### src/rtl/blockade_audio_pkg.sv
// Shared constants, FSM state type and saturation helper for the audio-path low-pass filter.
package blockade_audio_pkg;

  localparam int LPF_FRAC = 15;

  localparam logic [1:0] SEL_A2 = 2'd0;
  localparam logic [1:0] SEL_B1 = 2'd1;
  localparam logic [1:0] SEL_B2 = 2'd2;

  // Default section: fc ~723 Hz at div=256, DC gain of one.
  localparam int DEF_A2 = -32312;
  localparam int DEF_B1 = 228;
  localparam int DEF_B2 = 228;

  typedef enum logic [1:0] {ST_IDLE, ST_CALC, ST_DONE} lpf_state_t;

  function automatic logic signed [63:0] sat_s64(input logic signed [63:0] v, input int dw);
    logic signed [63:0] hi;
    logic signed [63:0] lo;
    hi = (64'sd1 <<< (dw - 1)) - 64'sd1;
    lo = -(64'sd1 <<< (dw - 1));
    if (v > hi) return hi;
    if (v < lo) return lo;
    return v;
  endfunction

endpackage

### src/rtl/blockade_iir_mac.sv
// Combinational first-order section: y = sat((B1*x + B2*x1 - A2*y1) >>> FRAC).
module blockade_iir_mac
  import blockade_audio_pkg::*;
#(
  parameter int DW   = 16,
  parameter int CW   = 18,
  parameter int FRAC = LPF_FRAC
) (
  input  logic signed [DW-1:0] x,
  input  logic signed [DW-1:0] x1,
  input  logic signed [DW-1:0] y1,
  input  logic signed [CW-1:0] b1,
  input  logic signed [CW-1:0] b2,
  input  logic signed [CW-1:0] a2,
  output logic signed [DW-1:0] y
);

  localparam int PW = DW + CW;
  localparam int AW = DW + CW + 2;

  logic signed [PW-1:0] p_b1, p_b2, p_a2;
  logic signed [AW-1:0] acc, shifted;

  // Two guard bits keep the three-term sum exact; the shift floors toward minus infinity.
  always_comb begin
    p_b1    = PW'(b1) * PW'(x);
    p_b2    = PW'(b2) * PW'(x1);
    p_a2    = PW'(a2) * PW'(y1);
    acc     = AW'(p_b1) + AW'(p_b2) - AW'(p_a2);
    shifted = acc >>> FRAC;
    y       = DW'(sat_s64(64'(shifted), DW));
  end

endmodule

### src/rtl/blockade_lpf_mc.sv
// Multi-channel cascaded first-order low-pass filter sharing one MAC, paced by a sample divider.
module blockade_lpf_mc
  import blockade_audio_pkg::*;
#(
  parameter int CHANNELS = 2,
  parameter int STAGES   = 2,
  parameter int DW       = 16,
  parameter int CW       = 18,
  parameter int DIV_W    = 10,
  parameter int FRAC     = LPF_FRAC,
  parameter int SW       = (STAGES > 1) ? $clog2(STAGES) : 1
) (
  input  logic                   clk,
  input  logic                   reset_n,
  input  logic [DIV_W-1:0]       div,
  input  logic                   coef_we,
  input  logic [SW-1:0]          coef_stage,
  input  logic [1:0]             coef_sel,
  input  logic signed [CW-1:0]   coef_data,
  input  logic                   bypass,
  input  logic [CHANNELS*DW-1:0] in,
  output logic [CHANNELS*DW-1:0] out,
  output logic                   out_valid,
  output logic                   busy,
  output logic                   overrun
);

  localparam int CHW = (CHANNELS > 1) ? $clog2(CHANNELS) : 1;

  lpf_state_t state, state_nx;

  logic [DIV_W-1:0] cnt, period, lim;
  logic tick, start, last, byp;
  logic [CHW-1:0] ch;
  logic [SW-1:0] st;

  logic signed [CW-1:0] a2_sh [STAGES], b1_sh [STAGES], b2_sh [STAGES];
  logic signed [CW-1:0] a2_ac [STAGES], b1_ac [STAGES], b2_ac [STAGES];
  logic signed [DW-1:0] in_lat [CHANNELS];
  logic signed [DW-1:0] res [CHANNELS];
  logic signed [DW-1:0] x1_m [CHANNELS][STAGES];
  logic signed [DW-1:0] y1_m [CHANNELS][STAGES];
  logic signed [DW-1:0] prev_y, cur_x, y;

  // Period is reloaded on every wrap; its reset value of 0 makes the first tick land right after reset.
  assign lim  = (period == '0) ? DIV_W'(1) : period;
  assign tick = (cnt == lim - DIV_W'(1));

  always_ff @(posedge clk or negedge reset_n) begin
    if (!reset_n) begin
      cnt    <= '0;
      period <= '0;
    end else if (tick) begin
      cnt    <= '0;
      period <= div;
    end else begin
      cnt <= cnt + 1'b1;
    end
  end

  // DONE can accept a tick directly, so only a tick landing in CALC is an overrun.
  assign start = tick && (state != ST_CALC);
  assign last  = (ch == CHW'(CHANNELS - 1)) && (st == SW'(STAGES - 1));

  always_ff @(posedge clk or negedge reset_n) begin
    if (!reset_n) begin
      state   <= ST_IDLE;
      overrun <= 1'b0;
    end else begin
      state <= state_nx;
      if (tick && (state == ST_CALC)) overrun <= 1'b1;
    end
  end

  always_comb begin
    state_nx  = state;
    busy      = 1'b0;
    out_valid = 1'b0;
    case (state)
      ST_IDLE: if (start) state_nx = ST_CALC;
      ST_CALC: begin
        busy = 1'b1;
        if (last) state_nx = ST_DONE;
      end
      ST_DONE: begin
        out_valid = 1'b1;
        state_nx  = start ? ST_CALC : ST_IDLE;
      end
      default: state_nx = ST_IDLE;
    endcase
  end

  always_ff @(posedge clk or negedge reset_n) begin
    if (!reset_n) begin
      for (int s = 0; s < STAGES; s++) begin
        a2_sh[s] <= CW'(DEF_A2);
        b1_sh[s] <= CW'(DEF_B1);
        b2_sh[s] <= CW'(DEF_B2);
        a2_ac[s] <= CW'(DEF_A2);
        b1_ac[s] <= CW'(DEF_B1);
        b2_ac[s] <= CW'(DEF_B2);
      end
    end else begin
      if (coef_we && (int'(coef_stage) < STAGES)) begin
        case (coef_sel)
          SEL_A2:  a2_sh[coef_stage] <= coef_data;
          SEL_B1:  b1_sh[coef_stage] <= coef_data;
          SEL_B2:  b2_sh[coef_stage] <= coef_data;
          default: ;
        endcase
      end
      if (start) begin
        a2_ac <= a2_sh;
        b1_ac <= b1_sh;
        b2_ac <= b2_sh;
      end
    end
  end

  assign cur_x = (st == '0) ? in_lat[ch] : prev_y;

  blockade_iir_mac #(
    .DW   (DW),
    .CW   (CW),
    .FRAC (FRAC)
  ) u_mac (
    .x  (cur_x),
    .x1 (x1_m[ch][st]),
    .y1 (y1_m[ch][st]),
    .b1 (b1_ac[st]),
    .b2 (b2_ac[st]),
    .a2 (a2_ac[st]),
    .y  (y)
  );

  // Stage-inner walk; out is written on the edge into DONE so it changes together with out_valid.
  always_ff @(posedge clk or negedge reset_n) begin
    if (!reset_n) begin
      out    <= '0;
      prev_y <= '0;
      byp    <= 1'b0;
      ch     <= '0;
      st     <= '0;
      for (int c = 0; c < CHANNELS; c++) begin
        in_lat[c] <= '0;
        res[c]    <= '0;
        for (int s = 0; s < STAGES; s++) begin
          x1_m[c][s] <= '0;
          y1_m[c][s] <= '0;
        end
      end
    end else if (start) begin
      byp <= bypass;
      ch  <= '0;
      st  <= '0;
      for (int c = 0; c < CHANNELS; c++) begin
        in_lat[c] <= in[c*DW +: DW];
        if (bypass) begin
          for (int s = 0; s < STAGES; s++) begin
            x1_m[c][s] <= '0;
            y1_m[c][s] <= '0;
          end
        end
      end
    end else if (state == ST_CALC) begin
      prev_y <= y;
      if (!byp) begin
        x1_m[ch][st] <= cur_x;
        y1_m[ch][st] <= y;
      end
      if (st == SW'(STAGES - 1)) begin
        res[ch] <= y;
        st      <= '0;
        ch      <= ch + 1'b1;
      end else begin
        st <= st + 1'b1;
      end
      if (last) begin
        for (int c = 0; c < CHANNELS; c++) begin
          if (byp) out[c*DW +: DW] <= in_lat[c];
          else if (c == int'(ch)) out[c*DW +: DW] <= y;
          else out[c*DW +: DW] <= res[c];
        end
      end
    end
  end

endmodule
### config.mk
export PLATFORM = sky130hd
export DESIGN_NAME = blockade_lpf_mc
export DESIGN_NICKNAME = d
export VERILOG_FILES = /design/src/rtl/blockade_audio_pkg.sv /design/src/rtl/blockade_iir_mac.sv /design/src/rtl/blockade_lpf_mc.sv
export SDC_FILE = /design/constraint.sdc
export NUM_CORES = 2
export LEC_CHECK = 0
export CORE_MARGIN = 4
export CORE_UTILIZATION = 52
export CTS_BUF_LIST = sky130_fd_sc_hd__clkbuf_8
export DETAILED_ROUTE_END_ITERATION = 16
export PLACE_DENSITY = 0.74
export SKIP_LAST_GASP = 1
export SLEW_MARGIN = 20
export SYNTH_ARGS = -nofsm -noshare
export SYNTH_HDL_FRONTEND = slang
export SYNTH_HIERARCHICAL = 1
export SYNTH_SLANG_ARGS = --single-unit
### constraint.sdc
create_clock -name clk -period 18.95 [get_ports clk]
set_clock_uncertainty 0.05 [all_clocks]
set_input_delay 3.79 -clock clk [delete_from_list [all_inputs] [get_ports clk]]
set_output_delay 3.79 -clock clk [all_outputs]
set_load 0.05 [all_outputs]
Word-level counts from Yosys, hierarchy flattened. Index checks and enable logic that the tools add are counted.

Flip-flop bits (word level): 482. Bits of input ports: 67.

Equality and inequality tests: 10. Mux-type cells: 71. Bitwise logic cells: 4. Reduce and logical (&&, ||, !) cells: 20. Order comparisons: 8. $mul: 3. Add/sub/neg operators: 6.

Operator list (count): 64-bit two-way mux (6); 16-bit two-way mux (20); 32-bit two-way mux (8); 18-bit two-way mux (10); 64-bit bitwise mux (2); 36-bit bitwise mux (3); 18-bit by 16-bit multiplier with 34-bit output (3); 35-bit by 34-bit subtractor with 36-bit output (1); 34-bit by 34-bit adder with 35-bit output (1); 32-bit bitwise mux (1); 16-bit demux with 1-bit select (2); 32-bit demux with 1-bit select (1); 21-bit by 16-bit greater-than comparator with 1-bit output, second input constant (1); 21-bit by 16-bit < comparator with 1-bit output, second input constant (1); 10-bit two-way mux (2); 18-bit demux with 1-bit select (1); 1-bit two-way mux (12); 2-bit AND reduction (6); 10-bit by 1-bit adder with 10-bit output, second input constant (1); 10-bit == test (1); 10-bit zero test (1); 10-bit by 1-bit subtractor with 10-bit output, second input constant (1); 3-bit AND reduction (3); 2-bit inequality test, second input constant (4); other kinds (13) (30).

Logic depth before layout (Yosys ltp).
Depth after elaboration: 19. Gate-level depth with buffers: 39. Depth with buffers taken out: 33.

By module. The synthesis kept the hierarchy.

By module, submodules not included: blockade_iir_mac (times used 1, seq. area each 0.0 sq um, cells each 3484, area an instance 32974.1 sq um); blockade_lpf_mc (times used 1, seq. area each 11736.3 sq um, cells each 1640, area an instance 20487.1 sq um).

Least setup slack after synthesis. OpenSTA, ideal clock, no wires.

Path kind: register to register. Start: register ch. End: register out[21]. Path buffers: 6. Setup time: 83 ps. Arrival time: 9924 ps. Required time: 18817 ps. Cell stages (with the launch flop): 36. Period minus slack after synthesis: 10057 ps. Path slack: 8893 ps. Cells stage by stage: dfrtp_1 clkbuf_1 buf_1 mux4_2 clkbuf_1 nand2_1 fa_1 inv_1 fa_1 inv_1 fa_1 inv_1 fa_1 inv_1 fa_1 fa_1 fa_1 fa_1 inv_1 fa_1 inv_1 ha_1 buf_2 a21oi_1 nand3_1 or2_2 a221o_2 a211o_2 xor2_1 nand3b_1 o31ai_4 buf_6 a21o_1 buf_1 mux2i_1 o21ai_0.

Cells in the longest elaborated chain, start to end: 17. Elaborated cells between the ends (all ways): 34.

Ends and longest elaborated chain: start, declared (RTL line blockade_lpf_mc.sv:34) `logic [CHW-1:0] ch;`; start signal, assigned (RTL line blockade_lpf_mc.sv:174) `ch <= ch + 1'b1;`; 1-bit NOT with 2-bit output (implied by the code) (*) (RTL line blockade_lpf_mc.sv:120, blockade_lpf_mc.sv:128, blockade_lpf_mc.sv:129); 32-bit two-way mux (implied by the code) (3 in series) (RTL line blockade_lpf_mc.sv:128) `.x1 (x1_m[ch][st]),`; 16-bit two-way mux (implied by the code) (3 in series) (RTL line blockade_lpf_mc.sv:128); 18-bit by 16-bit multiplier with 34-bit output (RTL line blockade_iir_mac.sv:27) `p_b2 = PW'(b2) * PW'(x1);`; 34-bit by 34-bit adder with 35-bit output (RTL line blockade_iir_mac.sv:29) `acc = AW'(p_b1) + AW'(p_b2) - AW'(p_a2);`; 35-bit by 34-bit subtractor with 36-bit output (*) (RTL line blockade_iir_mac.sv:29); 21-bit by 16-bit < comparator with 1-bit output (RTL line blockade_audio_pkg.sv:23) `if (v < lo) return lo;`; 1-bit two-way mux (2 in series) (RTL line blockade_audio_pkg.sv:23); 16-bit two-way mux (RTL line blockade_audio_pkg.sv:24) `return v;`; 16-bit two-way mux (*) (RTL line blockade_audio_pkg.sv:23); via y[5] (RTL line blockade_lpf_mc.sv:43) `logic signed [DW-1:0] prev_y, cur_x, y;`; 16-bit two-way mux (*) (RTL line blockade_lpf_mc.sv:181) `else if (c == int'(ch)) out[c*DW +: DW] <= y;`; 16-bit two-way mux (*) (RTL line blockade_lpf_mc.sv:180) `if (byp) out[c*DW +: DW] <= in_lat[c];`; end signal, assigned by index (RTL line blockade_lpf_mc.sv:180); end signal, assigned by index (RTL line blockade_lpf_mc.sv:182) `else out[c*DW +: DW] <= res[c];`; end, declared (RTL line blockade_lpf_mc.sv:22) `output logic [CHANNELS*DW-1:0] out,`.

The timed path passes the listed nets; every way through them passes the cells marked *. The select of a mux whose other input is x is not followed. A chain may end at the register's enable or synchronous reset.

Worst setup path in the final report.
Start: register st. End: register out[27].

Cells in the longest elaborated chain, start to end: 14. Elaborated cells between the ends (all ways): 34.

Ends and longest elaborated chain: start, declared (RTL line blockade_lpf_mc.sv:35) `logic [SW-1:0] st;`; start signal, assigned (RTL line blockade_lpf_mc.sv:176) `st <= st + 1'b1;`; 1-bit NOT with 2-bit output (implied by the code); 18-bit two-way mux (implied by the code) (tied with other cells) (3 in series) (RTL line blockade_lpf_mc.sv:130) `.b1 (b1_ac[st]),`; 18-bit by 16-bit multiplier with 34-bit output, on equally long branches (RTL line blockade_iir_mac.sv:26, blockade_iir_mac.sv:27); 34-bit by 34-bit adder with 35-bit output (RTL line blockade_iir_mac.sv:29); 35-bit by 34-bit subtractor with 36-bit output (*) (RTL line blockade_iir_mac.sv:29); 21-bit by 16-bit < comparator with 1-bit output (RTL line blockade_audio_pkg.sv:23); 1-bit two-way mux (2 in series) (RTL line blockade_audio_pkg.sv:23); 16-bit two-way mux (RTL line blockade_audio_pkg.sv:24); 16-bit two-way mux (*) (RTL line blockade_audio_pkg.sv:23); via y[11] (RTL line blockade_lpf_mc.sv:43); 16-bit two-way mux (*) (RTL line blockade_lpf_mc.sv:181); 16-bit two-way mux (*) (RTL line blockade_lpf_mc.sv:180).

Marked as above.

==> flow_summary.json <==
{
  "gp_congestion": 0.9813,
  "r2r_setup_slack_ns": 6.93,
  "crit_arrival_ns": 12.54,
  "ys_ff_latch": 466,
  "grt_pass1_wl_um": 215300,
  "finalNonFillerCells": 6513,
  "ioPinCount": 102,
  "die_x_um": 328.6,
  "synthMuxAreaShare": 0.09780,
  "synth_compound_gate_area_share": 0.03064,
  "synthAdderAreaFrac": 0.4275,
  "drc_errors": 0,
  "critPathSlowestCell": "dfrtp_4",
  "min_to": "prev_y[15]",
  "post-cts-setup-buffer-count": 0,
  "final_hold_viol_count": 0,
  "cts_sinks": 466,
  "rr_startpoint": "st",
  "synth_flop_cell": "dfrtp_1",
  "worstSetupEndpointType": "flip-flop",
  "crit_top_cell": "fa_1",
  "num-nets-final": 6371,
  "hold_class": "flip-flop to flip-flop",
  "path_max_fanout": 65,
  "die_y_um": 328.6,
  "grt_pass1_vias": 38780,
  "fin_setup_tns_ns": 0,
  "yosysWarnings": 6,
  "layout_common_cells": "1121 x inv_1, 1013 x fa_1, 834 x nand2_1",
  "yosys.area_share.simple": 0.1170,
  "numCtsBuffers": 72,
  "path_class": "flip-flop to flip-flop",
  "grt_max_degree": 164,
  "gr-total-overflow": 0,
  "drtIter0Drc": 2371,
  "drive_above_1_share": 0.1173,
  "dp_hpwl_um": 104600,
  "drv_slew": 0,
  "start_kind": "flip-flop",
  "slew_headroom": 0.3095,
  "synth_top_area_cell": "fa_1",
  "rsz0062_at_grt": "no",
  "synth_top_area_share": 0.3793,
  "cp.required_ns": 19.47,
  "postCtsResizedCells": 0,
  "dr_total_vias": 34900,
  "cts_tree": "yes",
  "synth_area_per_cell_um2": 10.43,
  "synth_edf_count": 0,
  "initial_core_util": 0.5247,
  "synth_area_mm2": 0.05346,
  "worst-r2r-cell-count": 30,
  "syn_inst": 5124,
  "core_area_mm2": 0.1019,
  "reg2reg_to": "out[27]",
  "antenna_found_initial": 7,
  "area_delta_synth_final_pct": 6.600,
  "ant_nets": 0,
  "postCtsHoldBufs": 0,
  "firstDrtPassIters": 8,
  "wl_per_cell_um": 20.26,
  "row_count": 117,
  "cts-root-buf": "clkbuf_8",
  "maxCapViolCount": 0,
  "port_buffers": 101,
  "grtUsageTotal": 0.2554,
  "synth_cell_types": 77,
  "crit_start": "st",
  "die_area_mm2": 0.1080,
  "synth-xor-area-share": 0.009970,
  "status": "finished, final reports clean",
  "min_from": "prev_y[15]",
  "cts_htree_levels": 3,
  "async_reset_ff_frac": 1.000,
  "ys_seq_area_frac": 0.2195,
  "fmax_ghz": 0.08319,
  "clkTransAtPathRegs_ns": 0.06,
  "hold_depth": 2,
  "setup_viol": 0,
  "period_share": 0.6343,
  "synth_top_family_by_area": "adder cells",
  "routed_wirelength_um": 131900,
  "cts_buffer_depth": 3,
  "via_per_inst": 5.359,
  "period_needed_ns": 12.02,
  "cpPeakStageDelay_ns": 0.97,
  "insertion_delay_ns": 0.67,
  "placed_cells": 6379,
  "final_common_cell": "inv_1",
  "syn_nets": 6410,
  "worst_pin_slew_ns": 1.036,
  "synth_area_leaders": "fa_1 38%, dfrtp_1 19%, inv_1 7.7%"
}
[how the worst max path moves through the flow]
stage | endpoint
finish | out[27]
detailed placement | out[24]
global placement | out[29]
floorplan | out[21]
CTS | out[27]
global route | out[27]
[metrics by stage]
step | instance area, um2 | util | worst slack [ns] | hold slack, ns
floorplan | 53460 | - | 8.893 | 0.3971
global placement | 55530 | 0.5450 | 7.282 | 0.4166
detailed placement | 55540 | 0.5451 | 7.153 | 0.4184
CTS | 56970 | 0.5592 | 7.078 | 0.4344
global route | 56980 | 0.5592 | 6.359 | 0.4600
finish | 56990 | 0.5593 | 6.930 | 0.4357
[routing by layer]
layer	vias to the layer above	routed length [um]	track usage	part of all wire
li1	15170	-	-	-
met1	18270	55460	0.3493	0.42
met2	1204	60020	0.3936	0.45
met3	248	12360	0.07973	0.094
met4	4	4076	0.07927	0.031
met5	-	32	0	0.00024
[critical path: cells and delay by family, from the launching register on]
family / cells / cell delay [ns]
XOR/XNOR: 1 / 0.20
buffers and inverters: 7 / 1.44
AO/OA/AOI/OAI: 6 / 2.39
flip-flops: 1 / 0.97
adder cells (fa/ha/maj): 10 / 5.21
AND/OR/NAND/NOR: 4 / 0.76
multiplexers: 2 / 0.83
[layout make-up]
class / count / area (um2)
flip-flops and latches: 466 / 11750
clock buffers: 86 / 1184
clock inverters: 43 / 254.0
diodes: 5 / 12.51
well taps: 1368 / 1712
repair buffers: 143 / 1360
fillers: 8705 / 44900
multi-input cells: 3307 / 36610
inverters: 1095 / 4110
[cells by family after synthesis]
kind of cell / Yosys count
XOR/XNOR: 60
multiplexers: 408
flip-flops: 466
adder cells (fa/ha/maj): 1219
AND/OR/NAND/NOR: 1344
buffers and inverters: 1351
AO/OA/AOI/OAI: 276
[cell usage after synthesis, drive strengths merged (3+ instances only)]
library cell and number:
a21oi 22, o21ai 188, nor4 5, mux4 32, clkbuf 219, o31a 4
xnor2 38, o211ai 4, nand4b 3, a211o 7, nand2b 27, dfstp 60
buf 37, inv 1094, nand4 6, o21a 5, and2 356, a31oi 5
nor2b 23, xor2 22, mux2i 48, mux2 328, nor2 46, a21o 23
nor3 5, nor3b 3, and3 4, dfrtp 406, nand3 18, nand2 834
fa 1013, ha 206
[flip-flops by register name, indices dropped and copies added, names as in the netlist, 32 cells and up]
register and count:
a2_sh 36, out 32, b1_sh 36, b2_ac 36, b2_sh 36, y1_m 64
x1_m 64, a2_ac 36, b1_ac 36, in_lat 32
Power is not shown: default switching activity piles up to over one toggle a cycle in this logic, so the estimate is an artifact.
